`src/rtl/cr_rst_seq_pkg.sv`:
```
// Shared definitions for the reset sequencer: FSM state encodings, reset-cause codes
// and a width helper.
package cr_rst_seq_pkg;

    typedef enum logic [2:0] {
        StRst  = 3'd0,
        StStr  = 3'd1,
        StWlk  = 3'd2,
        StHrel = 3'd3,
        StCrel = 3'd4,
        StRun  = 3'd5,
        StCstr = 3'd6
    } rst_state_e;

    typedef enum logic [2:0] {
        CausePor  = 3'd0,
        CauseLock = 3'd1,
        CauseWdt  = 3'd2,
        CauseSw   = 3'd3,
        CauseHad  = 3'd4
    } rst_cause_e;

    function automatic int unsigned max3(input int unsigned a, input int unsigned b,
                                         input int unsigned c);
        int unsigned m;
        m = (a > b) ? a : b;
        return (m > c) ? m : c;
    endfunction

endpackage

```
`src/rtl/cr_rst_sync2.sv`:
```
// Two-flop synchroniser for an asynchronous level; synchronous active-high clear.
module cr_rst_sync2 (
    input  logic clk_i,
    input  logic rst_i,
    input  logic d_i,
    output logic q_o
);

    logic [1:0] sync_q;
    logic [1:0] sync_d;

    always_comb begin
        sync_d = {sync_q[0], d_i};
    end

    always_ff @(posedge clk_i) begin
        if (rst_i) begin
            sync_q <= 2'b00;
        end else begin
            sync_q <= sync_d;
        end
    end

    assign q_o = sync_q[1];

endmodule

```
`src/rtl/cr_rst_seq.sv`:
```
// Pad-level reset sequencer: stretch, wait for PLL lock, release HAD, then CPU; CPU-only
// warm resets. Define CR_RST_SEQ_LOCK_TIMEOUT_EN to bound the lock wait by LOCK_TIMEOUT.
module cr_rst_seq
    import cr_rst_seq_pkg::*;
#(
    parameter int unsigned STRETCH_CYC  = 16,
    parameter int unsigned HAD_CPU_GAP  = 4,
    parameter int unsigned LOCK_TIMEOUT = 1024
) (
    input  logic       pll_core_cpuclk,
    input  logic       pad_sys_rst,
    input  logic       pll_lock,
    input  logic       sw_rst_req,
    input  logic       wdt_rst_req,
    input  logic       had_sys_rst_req,
    output logic       pad_had_rst_b,
    output logic       pad_cpu_rst_b,
    output logic [2:0] rst_cause,
    output logic       rst_seq_busy,
    output logic       pll_lock_timeout
);

    localparam int unsigned CNT_W = $clog2(max3(STRETCH_CYC, HAD_CPU_GAP, LOCK_TIMEOUT)) + 1;

    logic             lock_s;
    logic             lock_lost;
    rst_state_e       state_q, state_d;
    logic [CNT_W-1:0] cnt_q, cnt_d;
    logic             had_b_q, had_b_d;
    logic             cpu_b_q, cpu_b_d;
    rst_cause_e       cause_q, cause_d;
    logic             busy_q, busy_d;
    logic             wlk_lock_q, wlk_lock_d;
`ifdef CR_RST_SEQ_LOCK_TIMEOUT_EN
    logic             timeout_q, timeout_d;
    logic             lock_seen_q, lock_seen_d;
`endif

    cr_rst_sync2 u_lock_sync (
        .clk_i (pll_core_cpuclk),
        .rst_i (pad_sys_rst),
        .d_i   (pll_lock),
        .q_o   (lock_s)
    );

`ifdef CR_RST_SEQ_LOCK_TIMEOUT_EN
    // After a timeout exit lock may still be absent; only police lock once it has been seen.
    assign lock_lost = lock_seen_q & ~lock_s;
`else
    assign lock_lost = ~lock_s;
`endif

    always_comb begin
        state_d    = state_q;
        cnt_d      = cnt_q;
        had_b_d    = had_b_q;
        cpu_b_d    = cpu_b_q;
        cause_d    = cause_q;
        wlk_lock_d = 1'b0;
`ifdef CR_RST_SEQ_LOCK_TIMEOUT_EN
        timeout_d   = timeout_q;
        lock_seen_d = lock_seen_q | lock_s;
`endif

        case (state_q)
            StRst: begin
                state_d = StStr;
                cnt_d   = '0;
            end
            StStr: begin
                if (cnt_q == CNT_W'(STRETCH_CYC - 1)) begin
                    state_d = StWlk;
                    cnt_d   = '0;
                end else begin
                    cnt_d = cnt_q + CNT_W'(1);
                end
            end
            StWlk: begin
                // wlk_lock_q remembers lock_s from the previous WLK cycle only
                wlk_lock_d = lock_s;
                if (lock_s && wlk_lock_q) begin
                    state_d = StHrel;
                    cnt_d   = '0;
                    had_b_d = 1'b1;
`ifdef CR_RST_SEQ_LOCK_TIMEOUT_EN
                end else if (cnt_q == CNT_W'(LOCK_TIMEOUT - 1)) begin
                    state_d   = StHrel;
                    cnt_d     = '0;
                    had_b_d   = 1'b1;
                    timeout_d = 1'b1;
                end else begin
                    cnt_d = cnt_q + CNT_W'(1);
`endif
                end
            end
            StHrel: begin
                if (cnt_q == CNT_W'(HAD_CPU_GAP - 1)) begin
                    state_d = StCrel;
                    cnt_d   = '0;
                    cpu_b_d = 1'b1;
                end else begin
                    cnt_d = cnt_q + CNT_W'(1);
                end
            end
            StCrel: begin
                state_d = StRun;
                cnt_d   = '0;
            end
            StRun: begin
                if (wdt_rst_req) begin
                    state_d = StCstr;
                    cnt_d   = '0;
                    cpu_b_d = 1'b0;
                    cause_d = CauseWdt;
                end else if (sw_rst_req) begin
                    state_d = StCstr;
                    cnt_d   = '0;
                    cpu_b_d = 1'b0;
                    cause_d = CauseSw;
                end else if (had_sys_rst_req) begin
                    state_d = StCstr;
                    cnt_d   = '0;
                    cpu_b_d = 1'b0;
                    cause_d = CauseHad;
                end
            end
            StCstr: begin
                if (cnt_q == CNT_W'(STRETCH_CYC - 1)) begin
                    state_d = StCrel;
                    cnt_d   = '0;
                    cpu_b_d = 1'b1;
                end else begin
                    cnt_d = cnt_q + CNT_W'(1);
                end
            end
            default: begin
                state_d = StRst;
                cnt_d   = '0;
                had_b_d = 1'b0;
                cpu_b_d = 1'b0;
            end
        endcase

        // Lock loss outranks every warm request and restarts the full sequence.
        if (lock_lost && (state_q == StHrel || state_q == StCrel ||
                          state_q == StRun || state_q == StCstr)) begin
            state_d = StStr;
            cnt_d   = '0;
            had_b_d = 1'b0;
            cpu_b_d = 1'b0;
            cause_d = CauseLock;
        end

        busy_d = (state_d != StRun);
    end

    always_ff @(posedge pll_core_cpuclk) begin
        if (pad_sys_rst) begin
            state_q     <= StRst;
            cnt_q       <= '0;
            had_b_q     <= 1'b0;
            cpu_b_q     <= 1'b0;
            cause_q     <= CausePor;
            busy_q      <= 1'b1;
            wlk_lock_q  <= 1'b0;
`ifdef CR_RST_SEQ_LOCK_TIMEOUT_EN
            timeout_q   <= 1'b0;
            lock_seen_q <= 1'b0;
`endif
        end else begin
            state_q     <= state_d;
            cnt_q       <= cnt_d;
            had_b_q     <= had_b_d;
            cpu_b_q     <= cpu_b_d;
            cause_q     <= cause_d;
            busy_q      <= busy_d;
            wlk_lock_q  <= wlk_lock_d;
`ifdef CR_RST_SEQ_LOCK_TIMEOUT_EN
            timeout_q   <= timeout_d;
            lock_seen_q <= lock_seen_d;
`endif
        end
    end

    assign pad_had_rst_b = had_b_q;
    assign pad_cpu_rst_b = cpu_b_q;
    assign rst_cause     = cause_q;
    assign rst_seq_busy  = busy_q;
`ifdef CR_RST_SEQ_LOCK_TIMEOUT_EN
    assign pll_lock_timeout = timeout_q;
`else
    assign pll_lock_timeout = 1'b0;
`endif

endmodule

```
`config.mk`:
```
export PLATFORM = sky130hd
export DESIGN_NAME = cr_rst_seq
export DESIGN_NICKNAME = d
export VERILOG_FILES = /design/src/rtl/cr_rst_seq_pkg.sv /design/src/rtl/cr_rst_sync2.sv /design/src/rtl/cr_rst_seq.sv
export SDC_FILE = /design/constraint.sdc
export NUM_CORES = 1
export LEC_CHECK = 0
export CORE_AREA = 2 2 77 79
export CTS_BUF_LIST = sky130_fd_sc_hd__clkbuf_4 sky130_fd_sc_hd__clkbuf_8
export CTS_CLUSTER_DIAMETER = 30
export DETAILED_ROUTE_END_ITERATION = 12
export DIE_AREA = 0 0 79 81
export GPL_TIMING_DRIVEN = 0
export PLACE_DENSITY_LB_ADDON = 0.25
export SYNTH_ARGS = -nofsm -noshare
export SYNTH_HDL_FRONTEND = slang
export SYNTH_SLANG_ARGS = --single-unit
export TNS_END_PERCENT = 1
```
`constraint.sdc`:
```
create_clock -name pll_core_cpuclk -period 4.55 [get_ports pll_core_cpuclk]
set_input_delay 0.91 -clock pll_core_cpuclk [delete_from_list [all_inputs] [get_ports pll_core_cpuclk]]
set_output_delay 0.91 -clock pll_core_cpuclk [all_outputs]
set_load 0.02 [all_outputs]
```
# Word level (Yosys, flattened, before mapping)
# Cells that the tools add are included.
# W data, S select, Z words.
# totals
regBits	23
wordCells	75
# classes
addsub	1
eq_ne	13
muxes	29
bitwise	4
reduce_logical	19
# ops
cell	count
$mux W11	6
$pmux W11 S4	1
$mux W3	11
$pmux W3 S7	1
$add A11 B1 Y11 const B	1
$eq A11 B2 Y1 const B	1
$eq A11 B4 Y1 const B	1
$eq A3 B3 Y1 const B	3
$mux W1	8
$reduce_and A2 Y1	4
$eq A3 B2 Y1 const B	2
$ne A2 B2 Y1 const B	3
$reduce_or A2 Y1	3
$reduce_or A6 Y1	1
$ne A4 B4 Y1 const B	1
$not A1 Y1	4
$pmux W1 S4	1
$reduce_and A4 Y1	1
$reduce_bool A4 Y1	1
$reduce_or A4 Y1	1
$eq A3 B1 Y1 const B	1
$logic_not A3 Y1	1
$logic_or A1 B1 Y1	3
$ne A3 B3 Y1 const B	1
other kinds (4)	5

# Longest topological paths before layout
# depth
word_depth	7
ltp_mapped	7
ltp_nobuf	5

# Hierarchy
# From an unflattened synthesis, not the netlist that was laid out.
# unflattened
hier_cells	145
hier_area_um2	1261.2
# by_module_without_submodules
mod	n_inst	cells_per_inst	area_per_inst_um2
cr_rst_seq	1	141	1208.7
cr_rst_sync2	1	4	52.6

# Least setup slack after synthesis
# OpenSTA, ideal clock, no wires.
# synth_path
path_kind	input port to flip-flop
startpoint	in sw_rst_req
endpoint	reg cnt_q[6]
t_arrival_ns	2.051
path_slack_ns	2.414
cell_stages	6
path_buffers	2
path_cell_list	or3_1 o32ai_2 buf_6 buf_4 o21ai_0 a211oi_1
# synth_between
elab_chain_cells	3
word_cells_on_any_way	5
# synth_rtl
item	line_no	source
start, declared	cr_rst_seq.sv:13	input logic sw_rst_req,
$mux W11	cr_rst_seq.sv:115	end else if (sw_rst_req) begin
$mux W11	cr_rst_seq.sv:110	if (wdt_rst_req) begin
$pmux W11 S4	cr_rst_seq.sv:65	case (state_q)
end signal, assigned	cr_rst_seq.sv:172	cnt_q <= cnt_d;
end, declared	cr_rst_seq.sv:28	logic [CNT_W-1:0] cnt_q, cnt_d;
# Several ways; a longest one is shown, not always the timed one.
# A chain may end at the register's enable or synchronous reset.

# Final worst setup path
# layout_path
startpoint	in sw_rst_req
endpoint	reg cnt_q[8]
# Same word-level chain as after synthesis.

==> summary.md <==
| Metric | Value |
|---|---|
| Status | completed |
| Setup CP Type | in2reg |
| Primary FF master, synth | dfxtp_1 |
| CTS tree | yes |
| Crit path DAT | 2.72 ns |
| Hold WC Path Type | reg2reg |
| Synthesized cell area | 0.001333 mm² |
| Total Routing Usage GR | 10.42% |
| Total of max-cap violations | 0 |
| Post-route insts no fill | 242 |
| Crit-path leading delay family | buffers and inverters |
| Root buffer cell | clkbuf_8 |
| Vias | 1,153 |
| Iteration-0 DRC Markers | 48 |
| Crit share post-route | 55.96% |
| Fin. Hold Viols | 0 |
| GRT Residual Overflow | 0 |
| Post-cts sizing count | 0 |
| # hold bufs at CTS | 0 |
| IO Count | 13 |
| H-tree Lvls | 1 |
| Synth unique cells | 54 |
| Num rows | 28 |
| Net count, final | 175 |
| Yosys reg bits | 23 |
| Postcts setup bufs | 0 |
| Per-cell routed wire length | 12.64 µm |
| Vias in the first global route | 1,131 |
| RSZ-0062 raised after global routing | false |
| Slowest stage delay, CP | 0.45 ns |
| Setup violations, final | 0 |
| Share of cells above drive strength 1 | 16.17% |
| Setup_tns | 0 ns |
| Pin count of the biggest net entering global routing | 13 |
| M2 GR Usage | 17.20% |
| WP data required | 4.73 ns |
| GR peak layer | met2 |
| Die ar. | 0.006399 mm² |
| Worst Path Max Fanout | 10 |
| Core footprint | 0.005675 mm² |
| Area growth from synthesis to layout | 18.97% |
| Antenna cells | 0 |
| Pre-Repair DR Iteration Count | 4 |
| EDFF count, synth | 0 |
| Global routing usage on met3 | 1.778% |
| Syn nets | 159 |
| First-pass GRT wire length | 5326 µm |
| Initial Util | 23.48% |
| Synth warnings | 0 |
| Die H | 81 µm |
| Fmax | 392.7 MHz |
| VDD IR max | 0.09901 mV |
| Fraction of registers with async set/reset | 0% |
| PnR worst setup slack | 2.004 ns |
| TritonCTS Buffers | 3 |
| Clk_lat worst skew | 0.26 ns |
| Port bufs | 11 |
| Place WS | 1.711 ns |
| Sequential-to-total area share from yosys stat | 34.55% |
| Setup crit start kind | input port |
| Placed insts | 238 |
| Final min period | 2.546 ns |
| PwrDens | 233.0 mW/mm² |
| Vias per inst | 4.764 |
| Post-Syn Area per Cell | 8.767 µm² |
| Final GP Congestion | 0.7702 |
| Clock buffer depth | 2 |
| Clock Skew | 0.003591 ns |
| CP max-delay cell | or3_1 |
| Met1 GRT Util | 13.98% |
| Routed Antenna Nets | 0 |
| Syn Inst Count | 152 |
| # clock sinks | 23 |
| Number of remaining DRC errors | 0 |
| CP cell instances | clkdlybuf4s50_1, or3_1, o32ai_2, buf_6, buf_4, o31ai_1, a211oi_1 |
| Die Width | 79 µm |
| Initial antenna violation count | 0 |
| Leakage | 0.4923 nW |
| DRT Wirelength | 3058 µm |
| Hpwl dp | 2217 µm |
| CP bufs+invs | 3 |
| Clock slew at reported path FFs | 0.09 ns |
| Fin. max-slew vios | 0 |
| Critical Path End Type | flip-flop |
==> metrics by stage <==
step / utilization [%] / instance area, µm² / power (W) / hold WS [ns]
2_1_floorplan: - / 1333 / 0.0002281 / 0.4138
3_3_place_gp: 27.07 / 1536 / 0.0002394 / 0.4165
3_5_place_dp: 27.07 / 1536 / 0.0002393 / 0.4383
4_1_cts: 27.93 / 1585 / 0.0003761 / 0.4579
5_1_grt: 27.93 / 1585 / 0.0003846 / 0.4852
6_report: 27.93 / 1585 / 0.0003694 / 0.4523
==> layout make-up <==
type,instances,area (µm²)
timing repair buffer,11,110.1
tap,75,93.84
multi-input combinational,113,787.0
buffer,10,62.56
sequential,23,460.4
inverter,6,22.52
fill,642,4090
clock buffer,4,48.80
==> path summary, 6_finish.rpt <==
check,slack [ns],start,to,cells after the start
worst max-delay path,2.00,sw_rst_req,cnt_q[8]$_SDFFE_PP0P_,7
worst min-delay path,0.45,u_lock_sync.sync_q[0]$_SDFF_PP0_,u_lock_sync.sync_q[1]$_SDFF_PP0_,1
worst max register to register,2.56,cnt_q[0]$_SDFFE_PP0P_,cnt_q[6]$_SDFFE_PP0P_,6
worst min register to register,0.45,u_lock_sync.sync_q[0]$_SDFF_PP0_,u_lock_sync.sync_q[1]$_SDFF_PP0_,1
==> layout by cell type, fill, tap and decap left out, types with 3 or more instances in the layout <==
master           Yosys  layout
buf_4                3       3
a211oi_1             7       7
dfxtp_1             23      23
nor2_1               6       6
nand2_1             13      13
buf_2                5       5
nand3_1              5       5
o21ai_0             10      10
a211oi_2             3       3
nand4_1              3       3
clkbuf_8             0       3
a21oi_1              6       6
o31ai_1              3       3
clkdlybuf4s50_1      0      11
nor3_1               3       3
inv_1                6       6
or3_1                5       5
==> cells in the mapped netlist (3+ instances only) <==
cell type / n / share of area (%)
nand3_1: 5 / 1.9
nand2_1: 13 / 3.7
dfxtp_1: 23 / 35
o21ai_0: 10 / 3.8
inv_1: 6 / 1.7
o31ai_1: 3 / 1.7
buf_2: 5 / 1.9
or3_1: 5 / 2.3
buf_4: 3 / 1.7
a211oi_2: 3 / 2.8
a21oi_1: 6 / 2.3
nor3_1: 3 / 1.1
nor2_1: 6 / 1.7
a211oi_1: 7 / 3.9
nand4_1: 3 / 1.4
==> worst register-to-register path, cell delays in order, from the launching register on <==
cell      delay, ns
dfxtp_1        0.38
ha_1           0.22
nor3b_1        0.41
a31oi_1        0.22
a311oi_2       0.33
buf_4          0.24
a211oi_1       0.06
==> routing by layer <==
layer	up-vias	wire length, µm
li1	601	-
met3	2	70
met4	0	34
met2	19	1392
met1	531	1560
met5	-	0
==> flip-flops by register name (all words and copies together) (netlist names) <==
name	count
pad_had_rst_b	1
rst_seq_busy	1
wlk_lock_q	1
u_lock_sync.sync_q	2
cnt_q	11
state_q	3
pad_cpu_rst_b	1
rst_cause	3
==> where the power goes <==
group	total (W)	switching, W	internal, W
combinational	0.0000286	0.0000167	0.0000119
sequential	0.000205	0.00000188	0.000204
clock	0.000135	0.0000670	0.0000684
==> cell families after synthesis <==
logic type               synth area share, %
other                                 0.2814
adder cells (fa/ha/maj)               0.9388
AND/OR/NAND/NOR                        28.26
XOR/XNOR                               1.315
flip-flops                             34.55
buffers and inverters                  6.384
AO/OA/AOI/OAI                          26.67
multiplexers                           1.596
Note: power is estimated with default switching activity, not from simulation.
